File: config.mk
export PLATFORM = sky130hd
export DESIGN_NAME = pwm_duty_decoder
export DESIGN_NICKNAME = d
export VERILOG_FILES = /design/src/rtl/pwm_duty_decoder.sv
export SDC_FILE = /design/constraint.sdc
export NUM_CORES = 1
export LEC_CHECK = 0
export BUFFER_PORTS_ARGS = -buffer_cell sky130_fd_sc_hd__buf_2
export CAP_MARGIN = 30
export CORE_AREA = 8 8 72 74
export CTS_BUF_LIST = sky130_fd_sc_hd__clkbuf_16
export CTS_CLUSTER_SIZE = 28
export DETAILED_ROUTE_END_ITERATION = 10
export DIE_AREA = 0 0 80 82
export GPL_TIMING_DRIVEN = 0
export PLACE_DENSITY_LB_ADDON = 0.3
export SYNTH_ARGS = -nofsm -noshare
export SYNTH_HDL_FRONTEND = slang
export SYNTH_SLANG_ARGS = --single-unit
File: constraint.sdc
create_clock -name clk -period 2.2 [get_ports clk]
set_input_delay 0.33 -clock clk [delete_from_list [all_inputs] [get_ports clk]]
set_output_delay 0.33 -clock clk [all_outputs]
set_load 0.01 [all_outputs]
File: src/rtl/pwm_duty_decoder.sv
// Recovers the duty value from a fixed-period (2^DUTY_WIDTH clock) PWM waveform.
// Emits one duty sample per well-formed period and flags framing violations.
module pwm_duty_decoder #(
    parameter int DUTY_WIDTH  = 8,
    parameter int SYNC_STAGES = 2
) (
    input  logic                  clk,
    input  logic                  rst_n,
    input  logic                  pwm_in,
    output logic [DUTY_WIDTH-1:0] duty,
    output logic                  duty_valid,
    output logic                  locked,
    output logic                  error
);
    localparam int CW = DUTY_WIDTH + 1;
    localparam logic [CW-1:0] PERIOD = {1'b1, {DUTY_WIDTH{1'b0}}};
    localparam logic [CW-1:0] ONE    = CW'(1);

    typedef enum logic {IDLE, MEASURE} state_t;

    logic [SYNC_STAGES-1:0] sync_reg;
    logic [SYNC_STAGES-1:0] sync_next;
    logic                   s_prev_reg;
    logic                   s;
    logic                   rise;

    state_t                 state_reg, state_next;
    logic [CW-1:0]          period_cnt_reg, period_cnt_next;
    logic [CW-1:0]          high_cnt_reg, high_cnt_next;
    logic [CW-1:0]          low_run_reg, low_run_next;
    logic [DUTY_WIDTH-1:0]  duty_reg, duty_next;
    logic                   valid_reg, valid_next;
    logic                   locked_reg, locked_next;
    logic                   error_reg, error_next;
    logic                   period_full;
    logic                   low_full;

    genvar gi;
    generate
        for (gi = 0; gi < SYNC_STAGES; gi++) begin : g_sync
            if (gi == 0) begin : g_first
                assign sync_next[gi] = pwm_in;
            end else begin : g_rest
                assign sync_next[gi] = sync_reg[gi-1];
            end
        end
    endgenerate

    assign s           = sync_reg[SYNC_STAGES-1];
    assign rise        = s & ~s_prev_reg;
    assign period_full = (period_cnt_reg == PERIOD);
    // A low cycle seen now brings the run to a full period.
    assign low_full    = (low_run_reg == PERIOD - ONE);

    always_ff @(posedge clk or negedge rst_n) begin
        if (!rst_n) begin
            sync_reg       <= '0;
            s_prev_reg     <= 1'b0;
            state_reg      <= IDLE;
            period_cnt_reg <= '0;
            high_cnt_reg   <= '0;
            low_run_reg    <= '0;
            duty_reg       <= '0;
            valid_reg      <= 1'b0;
            locked_reg     <= 1'b0;
            error_reg      <= 1'b0;
        end else begin
            sync_reg       <= sync_next;
            s_prev_reg     <= s;
            state_reg      <= state_next;
            period_cnt_reg <= period_cnt_next;
            high_cnt_reg   <= high_cnt_next;
            low_run_reg    <= low_run_next;
            duty_reg       <= duty_next;
            valid_reg      <= valid_next;
            locked_reg     <= locked_next;
            error_reg      <= error_next;
        end
    end

    always_comb begin
        state_next      = state_reg;
        period_cnt_next = period_cnt_reg;
        high_cnt_next   = high_cnt_reg;
        low_run_next    = low_run_reg;
        case (state_reg)
            IDLE: begin
                if (rise) begin
                    state_next      = MEASURE;
                    period_cnt_next = ONE;
                    high_cnt_next   = ONE;
                end else if (s) begin
                    low_run_next = '0;
                end else if (low_full) begin
                    low_run_next = '0;
                end else begin
                    low_run_next = low_run_reg + ONE;
                end
            end
            MEASURE: begin
                if (rise) begin
                    period_cnt_next = ONE;
                    high_cnt_next   = ONE;
                end else if (period_full) begin
                    state_next   = IDLE;
                    low_run_next = s ? '0 : ONE;
                end else begin
                    period_cnt_next = period_cnt_reg + ONE;
                    high_cnt_next   = high_cnt_reg + CW'(s);
                end
            end
            default: state_next = IDLE;
        endcase
    end

    always_comb begin
        duty_next   = duty_reg;
        valid_next  = 1'b0;
        locked_next = locked_reg;
        error_next  = 1'b0;
        case (state_reg)
            IDLE: begin
                if (!rise && !s && low_full) begin
                    valid_next  = 1'b1;
                    duty_next   = '0;
                    locked_next = 1'b1;
                end
            end
            MEASURE: begin
                if (rise && period_full) begin
                    valid_next  = 1'b1;
                    // Clamp is unreachable for a well-formed window (it always has a low cycle).
                    duty_next   = high_cnt_reg[DUTY_WIDTH] ? '1 : high_cnt_reg[DUTY_WIDTH-1:0];
                    locked_next = 1'b1;
                end else if (rise || period_full) begin
                    error_next  = 1'b1;
                    locked_next = 1'b0;
                end
            end
            default: ;
        endcase
    end

    assign duty       = duty_reg;
    assign duty_valid = valid_reg;
    assign locked     = locked_reg;
    assign error      = error_reg;
endmodule

==> impl_metrics.csv, run 1 <==
group,metric,value,unit
status,status,"completed",
drt,detail-route-antenna-nets,0,
die,die_w,80,um
pwr,power_frac_clock,36.9,%
pwr,power_frac_seq,45.8,%
logic_synthesis,ys_ff_latch,42,
timing,setup_viol_count_final,0,
setup_path,crit_type,"flop to flop",
drt,routed_wl,4480,um
timing,fin_crit,2.12,ns
timing,hold_viol,0,
logic_synthesis,synth_nets,214,
drt,drc,0,
global_route,grt.overflow.total,0,
die,rows,24,
placed_design,io_buffers,13,
clock_network,cts_tree,"built",
pwr,switchingPower,635,uW
die,io_pins,14,
pwr,p_int,1570,uW
pwr,share_comb_of_total_power,17.3,%
logic_synthesis,ys.warnings.count,0,
logic_synthesis,yosysSeqAreaShare,50.8,%
layout,syn_to_final_growth,17.9,%
setup_path,cp.required,2.36,ns
timing,slew_headroom,38.5,%
pwr,swShare,28.8,%
timing,tns,0,ns
hold_path,worstHoldPathType,"primary input to flop",
global_route,grt_pass1_vias,1586,
layout,seqCellArea,1050,um^2
global_route,gr-usage-all-layers,14.9,%
die,dieArea,6560,um^2
logic_synthesis,synth_cell_types,42,
die,start_util,49.9,%
clock_network,clock-sinks,42,
logic_synthesis,netlist_area,2070,um^2
clock_network,htree_num_levels,2,
layout,post-route-cell-area,2440,um^2
pwr,power.total,2200,uW
setup_path,endpoint_kind,"flop",
drt,drtPass1Iterations,4,
pwr,ir_drop,0.000728,V
logic_synthesis,synth-main-ff-cell,"dfrtp_1",
global_route,grt_pass1_wl,7590,um
global_route,antenna_found_initial,0,
placed_design,hpwl,2840,um
layout,multi_input_area,1020,um^2
clock_network,numCtsBuffers,5,
global_route,grt_max_degree,43,
clock_network,clk_pin_slew_worst_paths,0.06,ns
setup_path,crit_fanout,10,
clock_network,clk_path_buf_depth,2,
timing,whs,0.152,ns
layout,final_common_cell,"dfrtp_1",
logic_synthesis,netlist_instances,203,
timing,fin_crit_sh,96.2,%
timing,drv_slew,0,
clock_network,clk_latency,0.29,ns
timing,clock_skew,0.00751,ns
logic_synthesis,async_reset_ff_share,100,%
placed_design,gp_congestion,0.856,
run,maxCapViolations,0,
clock_network,ctsRootBufferMaster,"clkbuf_16",
timing,clock.fmax,472,MHz
layout,n_fill_cell,372,
layout,nets,237,
setup_path,crit_arrival,2.28,ns
die,die_y,82,um
placed_design,dpl_cell_area,2200,um^2
pwr,p_leak,0.00110,uW
pwr,powerDensity,902,nW/um^2
die,core_area,4140,um^2
layout,layout_common_cells,"dfrtp_1 (42), nor2_1 (25), nand2_1 (20)",
drt,wire_per_inst,16.0,um
layout,n_antenna_cell,0,
logic_synthesis,synth.avg_cell_area,10.2,um^2
drt,num_vias,1597,
layout,utilization,58.9,%
timing,worst_pin_slew,0.922,ns
layout,drive_gt1_share,18.1,%
clock_network,ctsHoldBuffers,0,
drt,drt_iter0_drc,95,
drt,routed_via_density,5.72,
logic_synthesis,synth-edff-count,0,
setup_path,start_kind,"flop",
[power groups by stage]
stage / sequential [uW] / combinational, uW / clock [uW]
after detailed placement: 1020 / 344 / 0
after floorplan: 984 / 265 / 0
after CTS: 1000 / 355 / 830
final: 1010 / 381 / 812
after global placement: 1010 / 334 / 0
after global routing: 1020 / 436 / 855
[layout make-up]
cell class / count / area share (%)
Sequential cell: 42 / 43.1
Multi-Input combinational cell: 149 / 41.8
Clock buffer: 5 / 5.13
Timing Repair Buffer: 15 / 3.28
Tap cell: 52 / 2.67
Clock inverter: 3 / 1.54
Inverter: 8 / 1.44
Buffer: 5 / 1.08
[worst paths after layout]
check,startpoint,to,slack (ns),cells past startpoint
setup / recovery,period_cnt_reg[0]$_DFFE_PN0P_,duty[5]$_DFFE_PN0P_,0.08,8
hold / removal,pwm_in,sync_reg[0]$_DFF_PN0_,0.15,1
setup reg to reg,period_cnt_reg[0]$_DFFE_PN0P_,duty[5]$_DFFE_PN0P_,0.08,8
hold reg to reg,sync_reg[0]$_DFF_PN0_,sync_reg[1]$_DFF_PN0_,0.35,0
max in group asynchronous,rst_n,period_cnt_reg[8]$_DFFE_PN0P_,1.44,1
min in group asynchronous,rst_n,high_cnt_reg[2]$_DFFE_PN0P_,0.19,1
[metrics by stage]
step                      setup WS [ns]  cells
after global placement           -0.545    268
after CTS                        0.0270    277
after floorplan                  0.0700    203
after global routing           -0.00684    279
final                            0.0826    279
after detailed placement         -0.557    268
[per-layer routing]
| metal | vias up | global-route usage (%) | wire (um) |
|---|---|---|---|
| li1 | 776 | - | - |
| met1 | 780 | 18.3 | 2030 |
| met2 | 33 | 23.5 | 2200 |
| met3 | 8 | 4.70 | 184 |
| met4 | 0 | 6.36 | 64 |
| met5 | - | 0 | 0 |
[cells by family (layout without fill, tap and decap cells)]
group,Yosys count,in the layout,synth area share [%]
multiplexers,1,1,0.484
adder cells (fa/ha/maj),8,8,4.84
AO/OA/AOI/OAI,47,48,17.5
XOR/XNOR,10,10,4.23
flip-flops,42,42,50.8
AND/OR/NAND/NOR,82,82,19.6
buffers and inverters,13,36,2.54
[cell usage after synthesis (all sizes together) (3+ instances only)]
master / count / share of area (%)
nand2b: 4 / 1.2
nor3: 8 / 1.9
nor2: 27 / 5.3
a21oi: 11 / 2.8
inv: 7 / 1.3
o21ai: 7 / 2.2
nand4: 3 / 0.91
o211ai: 4 / 1.7
or3: 4 / 1.2
ha: 8 / 4.8
nand2: 22 / 4.1
buf: 4 / 0.91
a31oi: 3 / 0.91
xnor2: 6 / 2.5
nand3: 7 / 1.7
o2bb2ai: 9 / 3.8
dfrtp: 42 / 51
xor2: 4 / 1.7
[timing repair]
| item | in CTS | in global routing |
|---|---|---|
| gates resized for setup | 9 | 3 |
| gates cloned | 1 | 0 |
| setup buffers | 0 | 2 |
| endpoints found under the setup margin | 9 | 17 |
[worst max-delay path: stages (launching register included)]
cell       delay (ns)
dfrtp_1          0.42
inv_1            0.09
ha_1             0.16
or4b_4           0.50
nor2_4           0.13
ha_2             0.23
nand2_4          0.10
a21boi_4         0.18
o2bb2ai_1        0.17
(Power assumes the default switching activity.)
==> run 2, diff against run 1 <==
==> constraint.sdc (replaced) <==
create_clock -name clk -period 2.2 [get_ports clk]
set_input_delay 0.11 -clock clk [delete_from_list [all_inputs] [get_ports clk]]
set_output_delay 0.11 -clock clk [all_outputs]
set_load 0.01 [all_outputs]
==> impl_metrics.csv, run 2 (synthesis gave the netlist of run 1 again) <==
group,metric,value,unit
timing,fin_crit_sh,96.2,%
drt,drtPass1Iterations,4,
pwr,power_frac_clock,36.9,%
setup_path,crit_path_end,"low_run_reg[3]$_DFFE_PN0P_",
placed_design,gp_congestion,0.856,
global_route,antenna_found_initial,0,
clock_network,ctsRootBufferMaster,"clkbuf_16",
clock_network,htree_num_levels,2,
clock_network,numCtsBuffers,5,
timing,fin_crit,2.12,ns
setup_path,rr_endpoint,"low_run_reg[3]$_DFFE_PN0P_",
drt,num_vias,1621,
pwr,power_frac_seq,45.7,%
setup_path,crit_type,"flop to flop",
pwr,p_int,1570,uW
drt,routed_via_density,5.77,
global_route,gr-usage-all-layers,14.8,%
setup_path,crit_arrival,2.29,ns
global_route,met1_usage,18.2,%
layout,seqCellArea,1050,um^2
drt,drt_iter0_drc,127,
drt,routed_wl,4430,um
hold_path,worstHoldPathType,"flop to flop",
global_route,grt.overflow.total,0,
layout,fin_cells,281,
placed_design,placed_cells,268,
setup_path,crit_family,"simple AND/OR/NAND/NOR gates",
placed_design,dpl_cell_area,2200,um^2
global_route,grt_max_degree,43,
layout,final_common_cell,"dfrtp_1",
status,status,"completed",
layout,multi_input_area,1020,um^2
setup_path,cp_slowest_cell,"or4b_4",
run,maxCapViolations,0,
drt,detail-route-antenna-nets,0,
clock_network,clock-sinks,42,
setup_path,start_kind,"flop",
timing,clock.fmax,473,MHz
setup_path,r2r_slack,0.08,ns
drt,drc,0,
layout,drive_gt1_share,17.9,%
timing,drv_slew,0,
hold_path,hp-start,"sync_reg[0]$_DFF_PN0_",
timing,hold_viol,0,
die,io_pins,14,
clock_network,clk_path_buf_depth,2,
setup_path,crit_path_cell_trace,"inv_1, ha_1, or4b_4, buf_4, o21ai_4, nand2_2, a211o_1",
layout,nets,239,
pwr,switchingPower,635,uW
pwr,swShare,28.8,%
clock_network,clk_pin_slew_worst_paths,0.06,ns
timing,tns,0,ns
die,dieArea,6560,um^2
timing,slew_headroom,38.8,%
drt,wire_per_inst,15.8,um
die,rows,24,
placed_design,io_buffers,13,
setup_path,critPathMaxStageDelay,0.50,ns
layout,layout_common_cells,"dfrtp_1 (42), nor2_1 (25), nand2_1 (20)",
die,start_util,49.9,%
timing,worst_pin_slew,0.918,ns
die,die_w,80,um
global_route,use_met2,23.4,%
setup_path,crit_start,"period_cnt_reg[0]$_DFFE_PN0P_",
layout,syn_to_final_growth,18.9,%
setup_path,crit_cells,7,
timing,setup_viol_count_final,0,
clock_network,clk_latency,0.29,ns
layout,post-route-cell-area,2460,um^2
pwr,powerDensity,896,nW/um^2
setup_path,crit_fanout,7,
global_route,use_met3,4.70,%
pwr,p_leak,0.00110,uW
die,core_area,4140,um^2
global_route,grt_pass1_vias,1586,
layout,n_fill_cell,370,
setup_path,cp.required,2.37,ns
setup_path,reg2reg_depth,7,
global_route,grt_pass1_wl,7550,um
pwr,share_comb_of_total_power,17.4,%
setup_path,endpoint_kind,"flop",
die,die_y,82,um
layout,n_antenna_cell,0,
clock_network,cts_tree,"built",
timing,clock_skew,0.00816,ns
placed_design,hpwl,2840,um
setup_path,crit_buf_inv,2,
global_route,top_usage_layer,"met2",
setup_path,r2r_start,"period_cnt_reg[0]$_DFFE_PN0P_",
layout,utilization,59.4,%
pwr,ir_drop,0.000728,V
==> run 2: cell count changes in the layout (fill, tap and decap cells not counted), sizes merged <==
cell / delta
dlygate4sd3: +2
==> run 2: per-layer routing <==
metal	vias up	routed length, um	share of wire (%)
met5	-	0	0
li1	778	-	-
met1	801	1990	45
met2	34	2130	48
met3	8	227	5.1
met4	0	78	1.8
==> run 2: worst reg2reg max path: cells and delay by family (launching register included) <==
kind,cells,cell delay (ns)
AO/OA/AOI/OAI,2,0.53
AND/OR/NAND/NOR,2,0.63
flip-flops,1,0.42
adder cells (fa/ha/maj),1,0.16
buffers and inverters,2,0.27
==> run 2: power groups by stage <==
| stage | logic [uW] | clock network (uW) | registers (uW) |
|---|---|---|---|
| 6_report | 383 | 814 | 1010 |
| 3_5_place_dp | 344 | 0 | 1020 |
| 5_1_grt | 438 | 855 | 1020 |
| 2_1_floorplan | 265 | 0 | 984 |
| 4_1_cts | 358 | 830 | 1000 |
| 3_3_place_gp | 334 | 0 | 1010 |
==> run 2: cell type report <==
cell class | count | share of cell area (%)
sequential | 42 | 42.7
clock buffer | 5 | 5.09
tap | 52 | 2.64
buffer | 5 | 1.07
clock inverter | 3 | 1.53
multi-input combinational | 149 | 41.5
timing repair buffer | 17 | 4.07
inverter | 8 | 1.42
==> run 2: worst min-delay path by stage <==
stage,to,cells after the start
global placement,sync_reg[0]$_DFF_PN0_,1
detailed placement,sync_reg[0]$_DFF_PN0_,1
finish,sync_reg[1]$_DFF_PN0_,0
floorplan,duty[0]$_DFFE_PN0P_,0
global route,sync_reg[1]$_DFF_PN0_,0
CTS,sync_reg[1]$_DFF_PN0_,0
==> run 2: through the flow <==
| stage | setup slack (ns) | hold slack [ns] | power, uW |
|---|---|---|---|
| after floorplan | 0.0700 | -0.186 | 1250 |
| after global placement | -0.545 | 0.221 | 1350 |
| after detailed placement | -0.557 | 0.220 | 1360 |
| after CTS | 0.0270 | 0.354 | 2190 |
| after global routing | -0.00743 | 0.355 | 2320 |
| final | 0.0837 | 0.356 | 2200 |
==> run 2: repair_timing <==
action	CTS	global route
hold buffers	2	0
setup endpoints to repair	9	17
setup buffers	0	2
gates cloned	1	0
endpoints found under the hold margin	23	0
gates resized for setup	9	3
pin swaps	0	0
